## src/rtl/muldiv_ctrl.sv

```systemverilog
`default_nettype none
// +--------------------------------------------------------------------------+
// | muldiv_ctrl : HI/LO multiply/divide sequencer for the MIPS EX stage.     |
// | Optional macro DIV_ZERO_FAST_EN: divide-by-zero completes in one cycle.  |
// | Revision: 1.0                                                            |
// +--------------------------------------------------------------------------+
module muldiv_ctrl #(
  parameter int MUL_LAT   = 2,
  parameter int DIV_STEPS = 32
) (
  input  logic        clk,
  input  logic        resetn,
  input  logic        start_i,
  input  logic [1:0]  op_i,
  input  logic [31:0] a_i,
  input  logic [31:0] b_i,
  input  logic        flush_i,
  input  logic        wr_hi_i,
  input  logic        wr_lo_i,
  input  logic [31:0] wdata_i,
  output logic        stall_o,
  output logic        done_o,
  output logic        busy_o,
  output logic [31:0] hi_o,
  output logic [31:0] lo_o
);

  typedef enum logic [2:0] {
    S_IDLE = 3'd0,
    S_MUL  = 3'd1,
    S_DIV  = 3'd2,
    S_FIX  = 3'd3,
    S_DONE = 3'd4
  } state_t;

  localparam logic [5:0] c_MUL_LAST = 6'(MUL_LAT - 1);
  localparam logic [5:0] c_DIV_LAST = 6'(DIV_STEPS - 1);

  state_t      r_state, w_next;
  logic [5:0]  r_cnt;
  logic [31:0] r_a, r_b, r_quo, r_rem, r_hi, r_lo;
  logic        r_neg_q, r_neg_r;

  logic        w_accept, w_sa, w_sb, w_fast_dz, w_ge;
  logic [31:0] w_abs_a, w_abs_b, w_sub, w_rem_nxt, w_quo_nxt;
  logic [32:0] w_shift;
  logic [63:0] w_prod, w_prod_fix;

  assign w_accept = (r_state == S_IDLE) & start_i & ~flush_i;
  assign w_sa     = ~op_i[0] & a_i[31];
  assign w_sb     = ~op_i[0] & b_i[31];
  assign w_abs_a  = w_sa ? -a_i : a_i;
  assign w_abs_b  = w_sb ? -b_i : b_i;

`ifdef DIV_ZERO_FAST_EN
  assign w_fast_dz = op_i[1] & (b_i == 32'd0);
`else
  assign w_fast_dz = 1'b0;
`endif

  // Magnitude product, sign applied afterwards; equals the 33x33 signed product.
  assign w_prod     = {32'd0, r_a} * {32'd0, r_b};
  assign w_prod_fix = r_neg_q ? -w_prod : w_prod;

  // Restoring step: partial remainder always < divisor, so the difference fits 32 bits.
  assign w_shift   = {r_rem, r_quo[31]};
  assign w_ge      = w_shift >= {1'b0, r_b};
  assign w_sub     = w_shift[31:0] - r_b;
  assign w_rem_nxt = w_ge ? w_sub : w_shift[31:0];
  assign w_quo_nxt = {r_quo[30:0], w_ge};

  always_ff @(posedge clk or negedge resetn) begin
    if (!resetn) r_state <= S_IDLE;
    else         r_state <= w_next;
  end

  always_comb begin
    w_next = r_state;
    if (flush_i) begin
      w_next = S_IDLE;
    end else begin
      case (r_state)
        S_IDLE: if (w_accept) w_next = w_fast_dz ? S_DONE : (op_i[1] ? S_DIV : S_MUL);
        S_MUL:  if (r_cnt == c_MUL_LAST) w_next = S_DONE;
        S_DIV:  if (r_cnt == c_DIV_LAST) w_next = S_FIX;
        S_FIX:  w_next = S_DONE;
        S_DONE: w_next = S_IDLE;
        default: w_next = S_IDLE;
      endcase
    end
  end

  always_ff @(posedge clk or negedge resetn) begin
    if (!resetn) begin
      r_cnt   <= 6'd0;
      r_a     <= 32'd0;
      r_b     <= 32'd0;
      r_quo   <= 32'd0;
      r_rem   <= 32'd0;
      r_hi    <= 32'd0;
      r_lo    <= 32'd0;
      r_neg_q <= 1'b0;
      r_neg_r <= 1'b0;
    end else if (!flush_i) begin
      case (r_state)
        S_IDLE: begin
          if (wr_hi_i) r_hi <= wdata_i;
          if (wr_lo_i) r_lo <= wdata_i;
          if (w_accept) begin
            r_a     <= w_abs_a;
            r_b     <= w_abs_b;
            r_quo   <= w_abs_a;
            r_rem   <= 32'd0;
            r_neg_q <= w_sa ^ w_sb;
            r_neg_r <= w_sa;
            r_cnt   <= 6'd0;
            if (w_fast_dz) begin
              r_hi <= a_i;
              r_lo <= 32'hFFFF_FFFF;
            end
          end
        end
        S_MUL: begin
          r_cnt <= r_cnt + 6'd1;
          if (r_cnt == c_MUL_LAST) {r_hi, r_lo} <= w_prod_fix;
        end
        S_DIV: begin
          r_cnt <= r_cnt + 6'd1;
          r_rem <= w_rem_nxt;
          r_quo <= w_quo_nxt;
        end
        S_FIX: begin
          r_lo <= r_neg_q ? -r_quo : r_quo;
          r_hi <= r_neg_r ? -r_rem : r_rem;
        end
        default: ;
      endcase
    end
  end

  assign stall_o = w_accept | (r_state == S_MUL) | (r_state == S_DIV) | (r_state == S_FIX);
  assign done_o  = (r_state == S_DONE);
  assign busy_o  = (r_state != S_IDLE);
  assign hi_o    = r_hi;
  assign lo_o    = r_lo;

endmodule
`default_nettype wire

```

## config.mk

```make
export PLATFORM = sky130hd
export DESIGN_NAME = muldiv_ctrl
export DESIGN_NICKNAME = d
export VERILOG_FILES = /design/src/rtl/muldiv_ctrl.sv
export SDC_FILE = /design/constraint.sdc
export NUM_CORES = 2
export LEC_CHECK = 0
export BUFFER_PORTS_ARGS = -buffer_cell sky130_fd_sc_hd__buf_4
export CORE_AREA = 2 2 288 290
export DETAILED_ROUTE_END_ITERATION = 6
export DIE_AREA = 0 0 290 292
export GPL_TIMING_DRIVEN = 0
export PLACE_DENSITY_LB_ADDON = 0.12
export SLEW_MARGIN = 20
export SYNTH_ARGS = -nofsm -noshare
export SYNTH_HDL_FRONTEND = slang
export SYNTH_SLANG_ARGS = --single-unit
```

## constraint.sdc

```tcl
create_clock -name clk -period 9.1 [get_ports clk]
set_clock_uncertainty 0.2 [all_clocks]
set_input_delay 0.455 -clock clk [delete_from_list [all_inputs] [get_ports clk]]
set_output_delay 0.455 -clock clk [all_outputs]
set_load 0.03 [all_outputs]
```

==> flow_summary.json <==
{
  "status": "finished, violations left",
  "violations": "design-rule violations, negative setup slack",
  "fillers": 6684,
  "slew_viol_final": 0,
  "grt_pass1_vias": 45200,
  "clk_pin_slew_worst_paths_ns": 0.07,
  "numPortBuffers": 170,
  "synth.area.top_cells": "fa_1 (37%), dfrtp_1 (10%), and2_1 (7.9%), ha_1 (7.8%), inv_1 (7.1%)",
  "gp_congestion": 1.08,
  "start_util": 0.593,
  "worst_pin_slew_ns": 1.23,
  "cts_made_buffers": 25,
  "die_area_mm2": 0.0847,
  "num_vias": 45200,
  "synth_warnings": 0,
  "grt_start_max_net_pins": 79,
  "period_share": 1.05,
  "yosys.area_share.simple": 0.189,
  "routed_wl_mm": 210,
  "ys_ff_latch": 203,
  "place_hpwl_mm": 168,
  "synth_top_area_frac": 0.371,
  "grt_first_pass_wirelength_mm": 303,
  "num_rows": 105,
  "wl_per_cell_um": 29.6,
  "regArea_mm2": 0.00517,
  "grt_antenna_before_repair": 32,
  "reg2reg_slack_ns": -0.45,
  "timing.hold.worst.start": "wdata_i[1]",
  "fin_ws_ns": -0.447,
  "rr_endpoint": "hi_o[14]",
  "path_class": "reg2reg",
  "die_x_um": 290,
  "cts_tree": "done",
  "min_to": "lo_o[1]",
  "avgViaCountPerCell": 6.37,
  "max_freq_mhz": 105,
  "yosys-mux-area-fraction": 0.00481,
  "synth_cell_types": 100,
  "cts_num_sinks": 203,
  "relSlewSlack": 0.181,
  "io_pins": 171,
  "post_dp_cell_area_mm2": 0.0511,
  "syn-mean-instance-area_um2": 8.68,
  "r2r_cells": 34,
  "final_nets": 7286,
  "clockBufferDepth": 3,
  "gr-usage-all-layers": 0.497,
  "synth_xor_area_frac": 0.0445,
  "hold_viol": 0,
  "stdcell_area_mm2": 0.0570,
  "die_h_um": 292,
  "core_mm2": 0.0816,
  "finalSetupTns_ns": -8.89,
  "crit_required_ns": 9.39,
  "synthCells": 5574,
  "drive_gt1_frac": 0.153,
  "synth_area_mm2": 0.0484,
  "fin_crit_ns": 9.55,
  "synth_ff_type": "dfrtp_1",
  "min_delay_path_depth": 3,
  "crit_fanout": 10,
  "synth_area_leader_cell": "fa_1",
  "multi_input_area_mm2": 0.0402,
  "async_flop_share": 1.00,
  "ys_seq_area_frac": 0.105,
  "r2r_start": "r_b[4]",
  "clk_latency_ns": 0.62,
  "rsz0062_at_grt": "true",
  "cp_data_arrival_time_ns": 9.83,
  "cts_root_buffer": "clkbuf_16",
  "worstHoldPathType": "in2reg",
  "cp_common_cell": "fa_1",
  "cap_violations": 0,
  "ant_nets": 0,
  "area_growth_pct": 17.8,
  "drc": 57,
  "slowest_delay_ns": 0.61,
  "layout_commonest_cell": "inv_1",
  "final_cell_mix": "inv_1 (908), fa_1 (868), nand2_1 (759), and2_1 (599), buf_4 (332)",
  "drt_iter0_markers": 6155,
  "startpoint_type": "flop",
  "synthAdderAreaFrac": 0.449,
  "synth_compound_gate_area_share": 0.110,
  "overflow": 0,
  "synth_top_family_by_area": "adder cells",
  "worst_path_max_delay_cell": "fa_2",
  "h-tree-depth": 1,
  "first_pass_iters": 7,
  "end_kind": "flop",
  "setup_violations": 33,
  "synth_edf_count": 0,
  "synth_nets": 6877,
  "pre_cts_slack_ns": -2.47
}
[worst max path at each step]
stage / from / endpoint
CTS: r_a[11] / hi_o[10]
floorplan: r_b[2] / hi_o[10]
global route: r_b[4] / hi_o[10]
global placement: r_b[16] / hi_o[15]
detailed placement: r_a[9] / hi_o[29]
finish: r_b[4] / hi_o[14]
[critical path: cells and delay by family (launching register included)]
family,cells,cell delay (ns)
xor gates and xnor gates,2,0.46
and+or+nand+nor,3,0.82
adders and majority gates,9,4.29
DFF,1,0.48
buffers and inverters,11,1.27
AOI/OAI and AO/OA,9,1.88
[through the flow]
| step | cells | hold WS, ns | util |
|---|---|---|---|
| detailed placement | 6817 | 0.239 | 0.626 |
| global route | 7072 | 0.00856 | 0.698 |
| floorplan | 5574 | -0.0406 | - |
| CTS | 7045 | 0.00283 | 0.687 |
| global placement | 6814 | 0.269 | 0.625 |
| finish | 7096 | 0.00381 | 0.699 |
[synthesized netlist by cell type (all sizes together), types with 48 or more instances]
library cell,instances
clkbuf,307
nor2,162
a21oi,194
and2,610
inv,917
xnor2,146
o31ai,48
o21ai,313
xor2,100
a21o,53
fa,897
nor3,49
ha,302
nand2,765
dfrtp,203
[sequential cells by signal, indices dropped and copies added, names as in the netlist]
name     count
r_quo       32
r_state      3
r_neg_q      1
r_rem       32
r_neg_r      1
r_cnt        6
hi_o        32
r_b         32
r_a         32
lo_o        32
[area by class of cell]
cell class | count | share of cell area
antenna | 26 | 0.00114
buffer | 314 | 0.0474
clock buffer | 31 | 0.0121
clock inverter | 13 | 0.00228
inverter | 917 | 0.0604
multi-input combinational | 4127 | 0.704
sequential | 203 | 0.0906
tap | 1070 | 0.0235
timing repair buffer | 395 | 0.0584
[cells by family after synthesis]
logic type                 after synthesis
and+or+nand+nor                       1821
buffers and inverters                 1244
adders and majority gates             1199
AOI/OAI and AO/OA                      838
xor gates and xnor gates               246
DFF                                    203
muxes                                   23
[what timing repair did]
item                                    in CTS  in global routing
pin swaps                                  129                 71
endpoints found under the hold margin       86                  1
gates resized for setup                    710                140
hold buffers                                27                  1
buffers inserted                           166                 28
gates cloned                                 0                  0
endpoints found under the setup margin      46                 39
[layer usage]
| metal | global-route usage | vias up | routed length (um) |
|---|---|---|---|
| met2 | 0.721 | 3467 | 87100 |
| met5 | 0 | - | 174 |
| met4 | 0.357 | 24 | 19500 |
| li1 | - | 18300 | - |
| met3 | 0.165 | 958 | 30000 |
| met1 | 0.624 | 22400 | 73400 |
Power is left out: the tool's default activity adds up to more than one toggle a clock period on the data nets, which glitch-free logic cannot reach.
